===== config.mk =====
export PLATFORM = sky130hd
export DESIGN_NAME = bmem_line_arbiter
export DESIGN_NICKNAME = d
export VERILOG_FILES = /design/src/rtl/bmem_line_arbiter.sv
export SDC_FILE = /design/constraint.sdc
export NUM_CORES = 2
export LEC_CHECK = 0
export BUFFER_PORTS_ARGS = -buffer_cell sky130_fd_sc_hd__buf_4
export CORE_AREA = 2 2 510 512
export DETAILED_ROUTE_END_ITERATION = 7
export DIE_AREA = 0 0 512 514
export GPL_TIMING_DRIVEN = 0
export SLEW_MARGIN = 20
export SYNTH_ARGS = -nofsm -noshare
export SYNTH_HDL_FRONTEND = slang
export SYNTH_SLANG_ARGS = --single-unit

===== constraint.sdc =====
create_clock -name clk -period 102.9 [get_ports clk]
set_clock_uncertainty 0.1 [all_clocks]
set_input_delay 10.29 -clock clk [delete_from_list [all_inputs] [get_ports clk]]
set_output_delay 10.29 -clock clk [all_outputs]
set_load 0.1 [all_outputs]

===== src/rtl/bmem_line_arbiter.sv =====
// Three-client line arbiter (dcache > icache > prefetch) that serializes 256-bit
// lines into 64-bit bmem bursts and reassembles read bursts into full lines.
module bmem_line_arbiter #(
    parameter int ADDR_W = 32,
    parameter int LINE_W = 256,
    parameter int BEAT_W = 64
) (
    input  logic              clk,
    input  logic              rst,
    input  logic              d_read,
    input  logic              d_write,
    input  logic [ADDR_W-1:0] d_addr,
    input  logic [LINE_W-1:0] d_wdata,
    output logic [LINE_W-1:0] d_rdata,
    output logic              d_resp,
    input  logic              i_read,
    input  logic [ADDR_W-1:0] i_addr,
    output logic [LINE_W-1:0] i_rdata,
    output logic              i_resp,
    input  logic              pf_read,
    input  logic [ADDR_W-1:0] pf_addr,
    output logic [LINE_W-1:0] pf_rdata,
    output logic              pf_resp,
    output logic [ADDR_W-1:0] bmem_address,
    output logic              bmem_read,
    output logic              bmem_write,
    output logic [BEAT_W-1:0] bmem_wdata,
    input  logic [BEAT_W-1:0] bmem_rdata,
    input  logic              bmem_resp,
    output logic              busy
);

    localparam int BEATS = LINE_W / BEAT_W;
    localparam int CNT_W = $clog2(BEATS);
    localparam logic [CNT_W-1:0] LAST_BEAT = CNT_W'(BEATS - 1);
    localparam logic [ADDR_W-1:0] LINE_MASK = ~ADDR_W'(LINE_W / 8 - 1);

    typedef enum logic [2:0] {IDLE, RD_CMD, RD_BEAT, WR_BEAT, WR_WAIT, DONE} state_t;
    typedef enum logic [1:0] {CL_D, CL_I, CL_PF} client_t;

    state_t            state, state_n;
    client_t           client, grant_client;
    logic              grant;
    logic [ADDR_W-1:0] grant_addr;
    logic [CNT_W-1:0]  cnt;
    logic [ADDR_W-1:0] addr_q;
    logic [LINE_W-1:0] line, line_fill;
    logic [LINE_W-1:0] d_rdata_q, i_rdata_q, pf_rdata_q;
    logic              last;

    assign last = (cnt == LAST_BEAT);

    always_comb begin
        state_n      = state;
        grant        = 1'b0;
        grant_client = CL_D;
        grant_addr   = d_addr;
        case (state)
            IDLE: begin
                if (d_read || d_write) begin
                    grant        = 1'b1;
                    grant_client = CL_D;
                    grant_addr   = d_addr;
                    state_n      = d_write ? WR_BEAT : RD_CMD;
                end else if (i_read) begin
                    grant        = 1'b1;
                    grant_client = CL_I;
                    grant_addr   = i_addr;
                    state_n      = RD_CMD;
                end else if (pf_read) begin
                    grant        = 1'b1;
                    grant_client = CL_PF;
                    grant_addr   = pf_addr;
                    state_n      = RD_CMD;
                end
            end
            RD_CMD:  state_n = RD_BEAT;
            RD_BEAT: if (bmem_resp && last) state_n = DONE;
            WR_BEAT: if (last) state_n = WR_WAIT;
            WR_WAIT: if (bmem_resp) state_n = DONE;
            DONE:    state_n = IDLE;
            default: state_n = IDLE;
        endcase
    end

    // Current line with the incoming beat merged in; also the completed line on the last beat.
    always_comb begin
        line_fill = line;
        line_fill[int'(cnt)*BEAT_W +: BEAT_W] = bmem_rdata;
    end

    always_ff @(posedge clk or posedge rst) begin
        if (rst) begin
            state      <= IDLE;
            client     <= CL_D;
            cnt        <= '0;
            addr_q     <= '0;
            line       <= '0;
            d_rdata_q  <= '0;
            i_rdata_q  <= '0;
            pf_rdata_q <= '0;
        end else begin
            state <= state_n;
            case (state)
                IDLE: begin
                    if (grant) begin
                        client <= grant_client;
                        addr_q <= grant_addr & LINE_MASK;
                        cnt    <= '0;
                        if (grant_client == CL_D && d_write) line <= d_wdata;
                    end
                end
                RD_CMD: cnt <= '0;
                RD_BEAT: begin
                    if (bmem_resp) begin
                        line <= line_fill;
                        cnt  <= cnt + 1'b1;
                        if (last) begin
                            case (client)
                                CL_D:    d_rdata_q  <= line_fill;
                                CL_I:    i_rdata_q  <= line_fill;
                                default: pf_rdata_q <= line_fill;
                            endcase
                        end
                    end
                end
                WR_BEAT: cnt <= cnt + 1'b1;
                default: ;
            endcase
        end
    end

    assign busy         = (state != IDLE);
    assign bmem_read    = (state == RD_CMD);
    assign bmem_write   = (state == WR_BEAT);
    assign bmem_address = addr_q;
    assign bmem_wdata   = (state == WR_BEAT) ? line[int'(cnt)*BEAT_W +: BEAT_W] : '0;
    assign d_resp       = (state == DONE) && (client == CL_D);
    assign i_resp       = (state == DONE) && (client == CL_I);
    assign pf_resp      = (state == DONE) && (client == CL_PF);
    assign d_rdata      = d_rdata_q;
    assign i_rdata      = i_rdata_q;
    assign pf_rdata     = pf_rdata_q;

endmodule


==> results by group <==
Floorplan
  – DIE WIDTH: 512 um
  – Core box area: 258,100 um2
  – Die H: 514 um
  – I/O pin cnt: 1,293
  – Starting Density: 19.72%
  – Die area: 263,200 um2
  – # rows: 187

Worst setup path
  – Crit path max-delay cell type: clkbuf_1
  – CP required: 92,510 ps
  – Critical path's largest stage delay: 740 ps
  – Crit-path cells: clkbuf_2 > clkbuf_1 > mux4_2 > nor2b_1 > buf_4
  – Arrival time worst endpoint: 3710 ps
  – CP Launch Type: flop
  – Crit Path Class: flop to primary output
  – Setup crit end kind: primary output
  – Critical path peak fanout: 10

Clock tree
  – Post-CTS Hold Buffers: 0
  – Cts repair resizes: 0
  – CTS clk-pin slew, worst paths: 60 ps
  – CTS Buf Count: 136
  – H-Tree Depth: 4
  – Root buffer cell: clkbuf_16
  – CTS tree: built
  – Clock latency on the worst-skew pair: 830 ps
  – Clk buf depth: 3
  – CTS sink cnt: 1,058
  – Post-CTS setup buffer count: 0

Detailed routing
  – Vias: 45,120
  – First-pass DRT Iterations: 8
  – ANT nets after route: 0
  – DRT iter0 DRCs: 4,016
  – WL per Instance: 38.35 um
  – Drt total wl: 349,500 um
  – Residual DRC: 0
  – Vias/cell: 4.950

STA
  – Part of the cycle the worst path needs: 13.71%
  – Hold slack: 401.5 ps
  – Final Hold Viols: 0
  – Min Clock Period, post-route: 14,100 ps
  – Post-route setup TNS: 0 ps
  – Max_slew headroom: 15.72%
  – Pins over their slew limit: 0
  – Max frequency: 70.90 MHz
  – Final setup vio count: 0
  – Slew @ Worst Pin: 1264 ps
  – RSZ-0062 raised after global routing: false

Pwr
  – VDD IR max: 0.03066 mV
  – P_leak: 33.24 nW
  – P per Cell Area: 43.74 nW/um2

Logic synthesis
  – Post-synth ARST share: 100.0%
  – Synth top area share: 52.01%
  – Register area share after synthesis: 52.01%
  – Post-synth EDFFs: 0
  – Synth Flop Type: dfrtp_1
  – Yosys top cell by area: dfrtp_1
  – Post-synthesis cell area: 50,900 um2
  – Post-synthesis area per instance: 12.61 um2
  – Yosys warnings: 0
  – #FFs+latches synth: 1,058
  – Syn Inst Count: 4,037
  – Leading post-synthesis cells by cell area: dfrtp_1, mux2_2, mux2_4
  – Synth unique cells: 65

Global route
  – Gr usage total: 25.76%
  – Remaining Overflow, GRT: 0
  – First-pass GRT wire length: 450,300 um
  – Vias in the first global route: 45,270
  – Initial antenna violation count: 173
  – Largest net degree at the start of global routing: 108

Flow run
  – Max-capacitance violation count: 0

Min path
  – Hold Path Class: flop to flop

Run status
  – Status: completed

Placed design
  – I/O Buffers: 1,271
  – Dpl hpwl: 284,700 um
  – RePlAce Congestion: 0.9561

Layout
  – P&R area growth vs syn: 39.78%
  – Final nets: 5,945
  – Share of cells above drive strength 1: 49.84%
-- per-layer routing --
layer / vias up / routed length (um) / part of all wire (%) / GRT usage [%]
met2: 2918 / 159800 / 46 / 40.81
met1: 23290 / 136000 / 39 / 30.44
met5: - / 425 / 0.12 / 0
li1: 18130 / - / - / -
met4: 62 / 21480 / 6.1 / 14.68
met3: 720 / 31790 / 9.1 / 8.616
-- final cells by class --
class	count	area, um2
Fill cell	26820	186900
Sequential cell	1058	26480
Multi-Input combinational cell	2376	22130
Timing Repair Buffer	1338	10410
Tap cell	3402	4257
Clock buffer	177	3830
Buffer	404	2131
Clock inverter	68	915.9
Inverter	203	769.5
Antenna cell	89	222.7
-- metrics by stage --
step / area [um2] / power, mW / instances / setup WS, ps / utilization [%]
floorplan: 50920 / 1.887 / 4041 / 62730 / -
global placement: 64710 / 2.548 / 8714 / 48930 / 25.08
detailed placement: 66150 / 2.595 / 8781 / 89550 / 25.63
CTS: 70900 / 3.115 / 9026 / 88780 / 27.47
global route: 71060 / 3.195 / 9082 / 88710 / 27.54
finish: 71150 / 3.112 / 9115 / 88800 / 27.57
-- report_power, final --
group | total, mW | internal, mW | switching (mW)
Clock | 0.512 | 0.295 | 0.217
Sequential | 0.672 | 0.560 | 0.111
Combinational | 1.93 | 0.441 | 1.49
-- final timing paths --
path / slack (ps) / endpoint / startpoint / depth (start not counted)
worst min-delay path: 400 / i_rdata[194]$_DFFE_PP0P_ / i_rdata[194]$_DFFE_PP0P_ / 1
worst max register to register: 96990 / pf_rdata[190]$_DFFE_PP0P_ / cnt[1]$_DFFE_PP0P_ / 10
worst min register to register: 400 / i_rdata[194]$_DFFE_PP0P_ / i_rdata[194]$_DFFE_PP0P_ / 1
min in group asynchronous: 9530 / i_rdata[61]$_DFFE_PP0P_ / rst / 2
max in group asynchronous: 90800 / i_rdata[217]$_DFFE_PP0P_ / rst / 6
worst max-delay path: 88800 / bmem_wdata[34] / cnt[1]$_DFFE_PP0P_ / 5
-- synth_stat cells, types with 94 or more instances --
cell	n
o221ai_1	156
mux2_2	524
mux2_4	240
dfrtp_1	1058
inv_1	203
clkbuf_1	231
buf_2	105
o21ai_0	155
nor2b_1	164
a31o_2	94
o32ai_1	98
nand2_1	223
-- placed cells by master, fill, tap and decap left out, types with 17 or more instances in the layout --
cell	count
nor2_1	69
clkbuf_8	23
a2bb2oi_1	29
or2_2	28
a221o_1	63
o32ai_1	68
buf_6	29
o221ai_1	156
inv_1	202
and2_1	30
clkbuf_2	17
a31oi_1	93
dfrtp_1	1058
nor4_2	32
or4b_2	26
buf_8	29
a21oi_1	30
buf_4	1308
nand2_1	223
buf_2	112
diode_2	89
clkbuf_16	138
a31o_2	94
a32o_1	35
o41a_1	34
nor4_1	37
o32ai_2	29
nor2b_1	164
nor4b_1	26
clkinv_2	22
o21ai_0	155
mux4_2	64
mux2_4	240
clkbuf_1	231
mux2_2	524
o41ai_1	26
-- state kept, by name, summed over array words and instances (netlist names) --
name	cells
pf_rdata	256
d_rdata	256
i_rdata	256
bmem_address	27
line	256
cnt	2
client	2
state	3
-- worst max-delay path: cells and delay by family, from the launching register on --
kind                   cells  cell delay (ps)
muxes                      1              370
and+or+nand+nor            1              390
buffers and inverters      3             1660
DFF                        1              470
-- kinds of logic after synthesis --
logic type                 synth area share [%]
AOI/OAI and AO/OA                         13.35
adders and majority gates                0.1229
buffers and inverters                     5.641
DFF                                       52.01
muxes                                     21.63
other                                  0.007367
and+or+nand+nor                           7.234
(Power assumes the default switching activity.)
